### src/rtl/bus_fifo_pkg.sv
// Register map constants and field positions for the bus event FIFO peripheral.
package bus_fifo_pkg;

    localparam logic [2:0] REG_DATA   = 3'd0;
    localparam logic [2:0] REG_STATUS = 3'd1;
    localparam logic [2:0] REG_COUNT  = 3'd2;
    localparam logic [2:0] REG_CTRL   = 3'd3;
    localparam logic [2:0] REG_CLEAR  = 3'd4;

    localparam int ST_EMPTY = 0;
    localparam int ST_FULL  = 1;
    localparam int ST_OVF   = 2;
    localparam int ST_UDF   = 3;
    localparam int ST_IRQ   = 4;

    localparam int CTRL_EN      = 0;
    localparam int CTRL_IRQ_EN  = 1;
    localparam int CTRL_THR_LSB = 8;

    localparam int CLR_FLUSH = 0;
    localparam int CLR_OVF   = 1;
    localparam int CLR_UDF   = 2;

    typedef struct packed {
        logic [7:0] thr;
        logic       irq_en;
        logic       en;
    } ctrl_t;

endpackage

### src/rtl/bus_fifo_slave_sync_fifo.sv
// Single-clock FIFO with wrap-around pointers, occupancy count and flush.
// Caller guarantees push only when not full and pop only when not empty.
module sync_fifo #(
    parameter int DEPTH = 16,
    parameter int W     = 32,
    localparam int AW    = $clog2(DEPTH),
    localparam int CNT_W = AW + 1
) (
    input  logic             clk,
    input  logic             rst,
    input  logic             push,
    input  logic             pop,
    input  logic             flush,
    input  logic [W-1:0]     wdata,
    output logic [W-1:0]     rdata,
    output logic [CNT_W-1:0] count,
    output logic [CNT_W-1:0] count_nxt,
    output logic             full,
    output logic             empty
);

    logic [W-1:0]     mem_q [DEPTH];
    logic [AW-1:0]    wr_ptr_q, wr_ptr_d;
    logic [AW-1:0]    rd_ptr_q, rd_ptr_d;
    logic [CNT_W-1:0] count_q, count_d;

    always_comb begin
        wr_ptr_d = wr_ptr_q;
        rd_ptr_d = rd_ptr_q;
        count_d  = count_q;
        if (flush) begin
            wr_ptr_d = '0;
            rd_ptr_d = '0;
            count_d  = '0;
        end else begin
            if (push) wr_ptr_d = wr_ptr_q + AW'(1);
            if (pop)  rd_ptr_d = rd_ptr_q + AW'(1);
            count_d = count_q + CNT_W'(push) - CNT_W'(pop);
        end
    end

    always_ff @(posedge clk or posedge rst) begin
        if (rst) begin
            wr_ptr_q <= '0;
            rd_ptr_q <= '0;
            count_q  <= '0;
        end else begin
            wr_ptr_q <= wr_ptr_d;
            rd_ptr_q <= rd_ptr_d;
            count_q  <= count_d;
        end
    end

    // Storage needs no reset: the count gates what is ever read out.
    always_ff @(posedge clk) begin
        if (push && !flush) mem_q[wr_ptr_q] <= wdata;
    end

    assign rdata     = mem_q[rd_ptr_q];
    assign count     = count_q;
    assign count_nxt = count_d;
    assign full      = (count_q == CNT_W'(DEPTH));
    assign empty     = (count_q == '0);

endmodule

### src/rtl/bus_fifo_slave.sv
// Memory-mapped event FIFO: producers push words, the CPU pops them via DATA reads.
// Every bus request gets a registered single-cycle response; irq is a registered level.
module bus_fifo_slave
    import bus_fifo_pkg::*;
#(
    parameter int DEPTH = 16
) (
    input  logic        clk,
    input  logic        rst,
    input  logic        m_valid,
    input  logic        m_write,
    input  logic [31:0] m_addr,
    input  logic [31:0] m_wdata,
    input  logic [3:0]  m_wstrb,
    output logic        m_ready,
    output logic [31:0] m_rdata,
    output logic        m_rvalid,
    input  logic        evt_valid,
    input  logic [31:0] evt_data,
    output logic        evt_ready,
    output logic        irq
);

    localparam int CNT_W = $clog2(DEPTH) + 1;

    ctrl_t       ctrl_q, ctrl_d;
    logic        ovf_q, ovf_d;
    logic        udf_q, udf_d;
    logic        irq_q, irq_d;
    logic        ready_q, ready_d;
    logic        rvalid_q, rvalid_d;
    logic [31:0] rdata_q, rdata_d;

    logic [2:0]       idx;
    logic             bus_wr, bus_rd, clr_hit;
    logic             push, pop, flush, ovf_set, udf_set;
    logic [31:0]      status, cnt_ext, thr_ext;
    logic [31:0]      fifo_rdata;
    logic [CNT_W-1:0] fifo_count, fifo_count_nxt;
    logic             fifo_full, fifo_empty;
    logic             unused_ok;

    sync_fifo #(.DEPTH(DEPTH), .W(32)) u_fifo (
        .clk       (clk),
        .rst       (rst),
        .push      (push),
        .pop       (pop),
        .flush     (flush),
        .wdata     (evt_data),
        .rdata     (fifo_rdata),
        .count     (fifo_count),
        .count_nxt (fifo_count_nxt),
        .full      (fifo_full),
        .empty     (fifo_empty)
    );

    // Depends only on flops, so the producer never sees a path from the bus.
    assign evt_ready = ctrl_q.en && !fifo_full;

    always_comb begin
        idx     = m_addr[4:2];
        bus_wr  = m_valid && m_write;
        bus_rd  = m_valid && !m_write;
        clr_hit = bus_wr && (idx == REG_CLEAR) && m_wstrb[0];
        flush   = clr_hit && m_wdata[CLR_FLUSH];
        pop     = bus_rd && (idx == REG_DATA) && !fifo_empty;
        udf_set = bus_rd && (idx == REG_DATA) && fifo_empty;
        push    = evt_valid && evt_ready && !flush;
        ovf_set = evt_valid && ctrl_q.en && fifo_full && !flush;

        ctrl_d = ctrl_q;
        if (bus_wr && (idx == REG_CTRL)) begin
            if (m_wstrb[0]) begin
                ctrl_d.en     = m_wdata[CTRL_EN];
                ctrl_d.irq_en = m_wdata[CTRL_IRQ_EN];
            end
            if (m_wstrb[1]) ctrl_d.thr = m_wdata[CTRL_THR_LSB +: 8];
        end

        ovf_d = ovf_set || (ovf_q && !(clr_hit && m_wdata[CLR_OVF]));
        udf_d = udf_set || (udf_q && !(clr_hit && m_wdata[CLR_UDF]));

        status           = '0;
        status[ST_EMPTY] = fifo_empty;
        status[ST_FULL]  = fifo_full;
        status[ST_OVF]   = ovf_q;
        status[ST_UDF]   = udf_q;
        status[ST_IRQ]   = irq_q;

        rdata_d = '0;
        if (bus_rd) begin
            case (idx)
                REG_DATA:   rdata_d = fifo_empty ? 32'h0 : fifo_rdata;
                REG_STATUS: rdata_d = status;
                REG_COUNT:  rdata_d = 32'(fifo_count);
                REG_CTRL:   rdata_d = {16'h0, ctrl_q.thr, 6'h0, ctrl_q.irq_en, ctrl_q.en};
                default:    rdata_d = '0;
            endcase
        end
        ready_d  = bus_wr;
        rvalid_d = bus_rd;

        // Count never exceeds DEPTH, so a threshold above DEPTH can never fire.
        cnt_ext = 32'(fifo_count_nxt);
        thr_ext = 32'(ctrl_d.thr);
        irq_d   = ctrl_d.irq_en && (((thr_ext != 0) && (cnt_ext >= thr_ext)) || ovf_d);
    end

    always_ff @(posedge clk or posedge rst) begin
        if (rst) begin
            ctrl_q   <= '0;
            ovf_q    <= 1'b0;
            udf_q    <= 1'b0;
            irq_q    <= 1'b0;
            ready_q  <= 1'b0;
            rvalid_q <= 1'b0;
            rdata_q  <= '0;
        end else begin
            ctrl_q   <= ctrl_d;
            ovf_q    <= ovf_d;
            udf_q    <= udf_d;
            irq_q    <= irq_d;
            ready_q  <= ready_d;
            rvalid_q <= rvalid_d;
            rdata_q  <= rdata_d;
        end
    end

    assign m_ready  = ready_q;
    assign m_rvalid = rvalid_q;
    assign m_rdata  = rdata_q;
    assign irq      = irq_q;

    assign unused_ok = ^{m_addr[31:5], m_addr[1:0], m_wdata[31:16], m_wdata[7:3], m_wstrb[3:2]};

endmodule

### config.mk
export PLATFORM = sky130hd
export DESIGN_NAME = bus_fifo_slave
export DESIGN_NICKNAME = d
export VERILOG_FILES = /design/src/rtl/bus_fifo_pkg.sv /design/src/rtl/bus_fifo_slave_sync_fifo.sv /design/src/rtl/bus_fifo_slave.sv
export SDC_FILE = /design/constraint.sdc
export NUM_CORES = 1
export LEC_CHECK = 0
export BUFFER_PORTS_ARGS = -buffer_cell sky130_fd_sc_hd__buf_2
export CAP_MARGIN = 10
export CORE_MARGIN = 2
export CORE_UTILIZATION = 51
export DETAILED_ROUTE_END_ITERATION = 8
export PLACE_DENSITY = 0.69
export SLEW_MARGIN = 20
export SYNTH_ARGS = -nofsm -noshare
export SYNTH_HDL_FRONTEND = slang
export SYNTH_SLANG_ARGS = --single-unit
### constraint.sdc
create_clock -name clk -period 5.7 [get_ports clk]
set_input_delay 0.57 -clock clk [delete_from_list [all_inputs] [get_ports clk]]
set_output_delay 0.57 -clock clk [all_outputs]
set_load 0.005 [all_outputs]
Yosys cells after proc, flatten, opt, wreduce, memory -nomap -nowiden
Memory sizes are Yosys's and may differ from the RTL's.
Index checks and enable logic that the tools add are counted.

storage, ports and cells
  flip-flop bits (word level) = 60
  RAM bits = 512
  input bits = 105
  output and inout bits = 36
  word-level logic and storage cells = 73
  memories kept = 1

cells by class
  add/sub/neg operators = 4
  $lt $le $gt $ge = 1
  equality and inequality tests = 5
  muxes and demuxes = 13
  reduce and logical (&&, ||, !) cells = 37

memories
  name          depth  bits a word  read ports  clocked after Yosys merged registers in  write ports  line                            text
  u_fifo.mem_q  16     32           1           0                                        1            bus_fifo_slave_sync_fifo.sv:22  logic [W-1:0] mem_q [DEPTH];

operator list
  operator             count
  $pmux 32 s4          1
  $mux 32              2
  $logic_and 1x1->1    22
  $mux 4               4
  $mux 10              1
  $add 4x1->4 const B  2
  $ge 5x8->1           1
  $mux 8               1
  $reduce_bool 8->1    1
  $eq 3x2->1 const B   2
  $logic_not 1->1      6
  $add 5x1->5          1
  $eq 5x5->1 const B   1
  $logic_not 5->1      1
  $mux 5               1
  $sub 5x1->5          1
  $reduce_bool 2->1    2
  $eq 3x1->1 const B   1
  $eq 3x3->1 const B   1
  $logic_not 3->1      1
  $logic_or 1x1->1     3
  $mux 1               2
  $mux 2               1
  $reduce_and 2->1     1

Logic depth before layout (Yosys ltp)
  depth after elaboration = 13
  depth in mapped cells = 19
  depth with buffers taken out = 18

Cells and area by module
From an unflattened synthesis, not the netlist that was laid out.

second synthesis, totals
  cell total of the unflattened synthesis = 1062
  area, all modules = 22034.9 um^2

modules (own cells, without submodules)
  module          times used  cells an instance  area an instance (um^2)  seq. area each (um^2)
  sync_fifo       1           889                20012.9                  15700.1
  bus_fifo_slave  1           173                2021.9                   1176.1

Least setup slack after synthesis
OpenSTA, ideal clock, no wires.

  kind = reg2reg
  start point = reg u_fifo.count_q[2] (netlist: u_fifo.count[2])
  end point = mem u_fifo.mem_q[1][0] (enable)
  library setup time = 0.501 ns
  arrival = 4.341 ns
  data required time = 5.199 ns
  setup slack = 0.858 ns
  stages on the path, launching flop included = 7
  buffers on the path = 0
  period minus slack after synthesis = 4.842 ns
  cells stage by stage = dfrtp_1 -> inv_1 -> ha_1 -> and4bb_2 -> nor2_1 -> nand2_1 -> nor4_1

between the ends
  word-level cells in the longest chain between the ends = 8

RTL lines
  what                            line                            text
  start, declared                 bus_fifo_slave_sync_fifo.sv:25  logic [CNT_W-1:0] count_q, count_d;
  start signal, assigned          bus_fifo_slave_sync_fifo.sv:50  count_q <= count_d;
  $eq 5x5->1                      bus_fifo_slave_sync_fifo.sv:62  assign full = (count_q == CNT_W'(DEPTH));
  $logic_not 1->1                 bus_fifo_slave.sv:58            assign evt_ready = ctrl_q.en && !fifo_full;
  $logic_and 1x1->1               bus_fifo_slave.sv:58
  $logic_and 1x1->1 (2 in a row)  bus_fifo_slave.sv:68            push = evt_valid && evt_ready && !flush;
  $logic_and 1x1->1               bus_fifo_slave_sync_fifo.sv:56  if (push && !flush) mem_q[wr_ptr_q] <= wdata;
  $mux 1                          bus_fifo_slave_sync_fifo.sv:56
  $mux 1 (implied by the code)    bus_fifo_slave_sync_fifo.sv:56
  end, declared                   bus_fifo_slave_sync_fifo.sv:22

No other way between the ends.

Final worst setup path
  start point = reg u_fifo.count_q[3] (netlist: u_fifo.count[3])
  end point = reg irq_q (netlist: irq)

between the ends
  word-level cells in the longest chain between the ends = 12
  elaborated cells between the ends (all ways) = 18
  classes of those cells = 2 x add/sub; 1 x order compare; 1 x eq/ne; 1 x mux; 13 x reduce/logical

RTL lines
  what                            line                            text
  $eq 5x5->1                      bus_fifo_slave_sync_fifo.sv:62
  $logic_not 1->1                 bus_fifo_slave.sv:58
  $logic_and 1x1->1               bus_fifo_slave.sv:58
  $logic_and 1x1->1 (2 in a row)  bus_fifo_slave.sv:68
  $add 5x1->5                     bus_fifo_slave_sync_fifo.sv:38  count_d = count_q + CNT_W'(push) - CNT_W'(pop);
  $sub 5x1->5 *                   bus_fifo_slave_sync_fifo.sv:38
  $mux 5 *                        bus_fifo_slave_sync_fifo.sv:31  if (flush) begin
  named net fifo_count_nxt[4]     bus_fifo_slave.sv:39            logic [CNT_W-1:0] fifo_count, fifo_count_nxt;
  $ge 5x8->1 *                    bus_fifo_slave.sv:106           irq_d = ctrl_d.irq_en && (((thr_ext != 0) && (cnt_ext >= thr_ext)) || ovf_d);
  $logic_and 1x1->1 *             bus_fifo_slave.sv:106
  $logic_or 1x1->1 *              bus_fifo_slave.sv:106
  $logic_and 1x1->1 *             bus_fifo_slave.sv:106
  named net irq_d                 bus_fifo_slave.sv:29            logic irq_q, irq_d;
  end signal, assigned            bus_fifo_slave.sv:122           irq_q <= irq_d;
  end, declared                   bus_fifo_slave.sv:29

Mark *: on every way through the listed nets, which the timed path passes. The rest lies on a longest branch.
A chain may end at the register's enable or synchronous reset.

==> summary.txt <==
STA
  – Skew final: around 0.025 ns
  – Setup WS post-layout: 1.62 ns
  – Setup TNS: 0 ns
  – Tightest Pin Transition: 1.12 ns
  – Max-slew violation count: 0
  – Fin crit period: 4.08 ns
  – RSZ-0062 raised after global routing: false
  – Fin. Hold Viols: 0
  – Worst rel slew slack: 0.252
  – Final critical-path share of the clock period: 0.716
  – Fmax: 0.245 GHz
  – Endpoints failing setup: 0

Placed design
  – GP Congestion: a little under 0.8
  – Post-detail-place hpwl: about 25,000 um
  – Dpl ws: around 1.7 ns
  – Port Buffers: slightly below 90
  – DP Cell Count: ~1,700

Detailed routing
  – Avg WL per Cell: 25.4 um
  – Post-route ant nets: 0
  – Vias post-DR: ~11,000
  – Drt drc: 0
  – Routed WL: 45,700 um
  – First-pass DRT Iterations: 5
  – DRT iter0 DRCs: roughly 950
  – Via density: 5.88

Synth
  – Mux contribution to synthesized area: 0.155
  – Fraction of registers with async set/reset: 0.105
  – Flops & latches, synth: 572
  – Syn nets: 1,172
  – Mapped Cells: 1,050
  – Post-Synth XOR/XNOR Area: 0.00314
  – Synth warn: 0
  – Synth Area in Simple Gates: 0.0288
  – Mapped cell area: approximately 0.022 mm^2
  – Synth Area in Adders: 0.00987
  – EDFF count, synth: around 510
  – Main synth FF type: edfxtp_1
  – Syn avg cell area: approximately 21 um^2
  – Seq/Total Area, Yosys: 0.757
  – Compound-gate portion of the synthesized area: 0.0275
  – Largest family of logic cells by synthesized area: multiplexers
  – Synth cell types: 59

Floorplan
  – Die area: 0.0454 mm^2
  – Die W: 213 um
  – Core outline area: 0.0431 mm^2
  – Initial Utilization: 0.518
  – IO Count: ~140
  – Site Rows: 76
  – Die Y-Extent: 213 um

Cells and area
  – Most frequent cells in the layout: 512 x edfxtp_1, 128 x mux4_2, 88 x buf_2, 56 x clkbuf_16, 56 x dfrtp_1
  – Synth-to-layout area growth: 13.3%
  – # fillers: approximately 3,100
  – Commonest non-fill, non-tap cell in the layout: edfxtp_1
  – Post-Layout Cell Count: 1,802
  – Layout cells sized above 1: 0.299
  – Layout Nets: 1,292

Clocking
  – Clock Latency Late Sink: about 0.62 ns
  – Max H-tree Level: 2
  – Setup repair bufs after CTS: 0
  – CTS Buf Count: 56
  – CTS Root Cell: clkbuf_16
  – Cts repair resizes: 0
  – Clock tree from TritonCTS: yes
  – CTS clk-pin slew, worst paths: 0.06 ns
  – CTS max path bufs: 3
  – CTS hold repair buffers: 0
  – Sink Count: ~570

GRT
  – Largest net degree at the start of global routing: 61
  – Vias in the first global route: 10,800
  – Initial antenna violation count: 3
  – Total grt overflow: 0
  – Total track usage: 0.208
  – First-pass GRT wire length: 68,000 um

Power and ir drop
  – Switching Share: 0.259
  – P_int: 7.80 mW
  – Switch Pwr: 2.73 mW
  – Tot Pwr: approximately 11 mW
  – Cell Pwr Density: 417 mW/mm^2
  – Peak VDD IR: 0.250 mV
  – P_leak: between 8 and 9 nW
  – Combinational group share of total power: 0.192
  – Clk pwr share: 0.333
  – Seq pwr share: 0.475

Worst setup path
  – WS Path Type: reg -> reg
  – Crit path DAT: 4.57 ns
  – Max FO, Critical Path: 11
  – Worst EP required: 6.19 ns
  – Critical path startpoint category: flip-flop
  – CP Capture Type: flip-flop

Status
  – Run status: finished clean

Min path
  – Type of the most critical hold path: in -> reg

Job
  – Max-cap violation count: 0
[area by class of cell]
cell class              instances  area, um^2  share of cell area
diodes                          1        2.50           0.0000991
clock buffers                  80        1580              0.0626
clock inverters                24         184             0.00728
inverters                      19        72.6             0.00287
multi-input cells             402        5110               0.202
flip-flops and latches        572       16900               0.669
well taps                     585         732              0.0290
repair buffers                119         686              0.0271
[logic make-up after synthesis]
kind of cell             Yosys count
multiplexers                     184
AO/OA/AOI/OAI                     84
XOR/XNOR                           8
adder cells (fa/ha/maj)           17
buffers and inverters             76
AND/OR/NAND/NOR                  109
flip-flops                       572
[registers in the layout, summed over array words and instances (netlist names)]
signal / count
u_fifo.mem_q: 512
ovf_q: 1
irq: 1
ctrl_q: 10
m_rvalid: 1
u_fifo.wr_ptr_q: 4
udf_q: 1
u_fifo.count: 5
u_fifo.rd_ptr_q: 4
m_ready: 1
m_rdata: 32
[per-stage QoR]
step	cell area (um^2)	utilization	hold slack [ns]
after floorplan	22300	-	0.456
after global placement	23500	0.545	0.488
after detailed placement	23500	0.545	0.495
after CTS	25200	0.586	0.159
after global routing	25300	0.586	0.182
final	25300	0.586	0.189
[cells in the mapped netlist (9+ instances only)]
cell	count	share of area
edfxtp_1	512	0.69
clkbuf_1	16	0.0027
nor2_1	16	0.0027
mux2i_1	48	0.022
dfrtp_1	60	0.067
nand2_1	11	0.0019
mux4_2	128	0.13
buf_2	20	0.0045
nor2b_1	25	0.0070
a211oi_1	38	0.013
ha_1	16	0.0090
buf_4	9	0.0030
nor3_1	15	0.0034
a21o_1	10	0.0034
inv_1	17	0.0029
[layer usage]
metal,vias to the layer above,share of wire,GRT usage
li1,4592,-,-
met1,5628,0.43,0.297
met4,4,0.019,0.0615
met3,65,0.065,0.0387
met2,312,0.49,0.332
met5,-,0.00055,0
[power by group through the flow]
stage               sequential (mW)  clock [mW]  combinational, mW
detailed placement             5.09           0               2.05
floorplan                      4.89           0               1.82
CTS                            5.01        3.59               2.06
global placement               5.08           0               2.02
finish                         5.00        3.51               2.02
global route                   5.03        3.74               2.21
[critical path: stages (launching register included)]
cell      delay, ns
dfrtp_1        0.41
inv_1          0.10
ha_1           0.20
or4b_1         0.67
nand3_1        0.22
inv_2          0.04
ha_1           0.26
inv_1          0.06
ha_1           0.15
inv_1          0.06
fa_1           0.41
nor2b_1        0.16
o21bai_1       0.10
nand3_1        0.09
nor3b_1        0.27
ha_1           0.31
a21o_1         0.17
a31oi_1        0.20
o31ai_2        0.07
[path summary, 6_finish.rpt]
path | endpoint | from | depth (start not counted) | slack [ns]
min reg2reg | m_rdata[15] | ctrl_q[9] | 1 | 0.51
min | ctrl_q[8] | m_wdata[14] | 2 | 0.19
max | irq | u_fifo.count[3] | 18 | 1.62
max in group asynchronous | u_fifo.rd_ptr_q[1] | rst | 3 | 4.74
min in group asynchronous | m_rdata[20] | rst | 3 | 0.23
max reg2reg | irq | u_fifo.count[3] | 18 | 1.62
No activity file was read; power rests on OpenSTA's default activity.
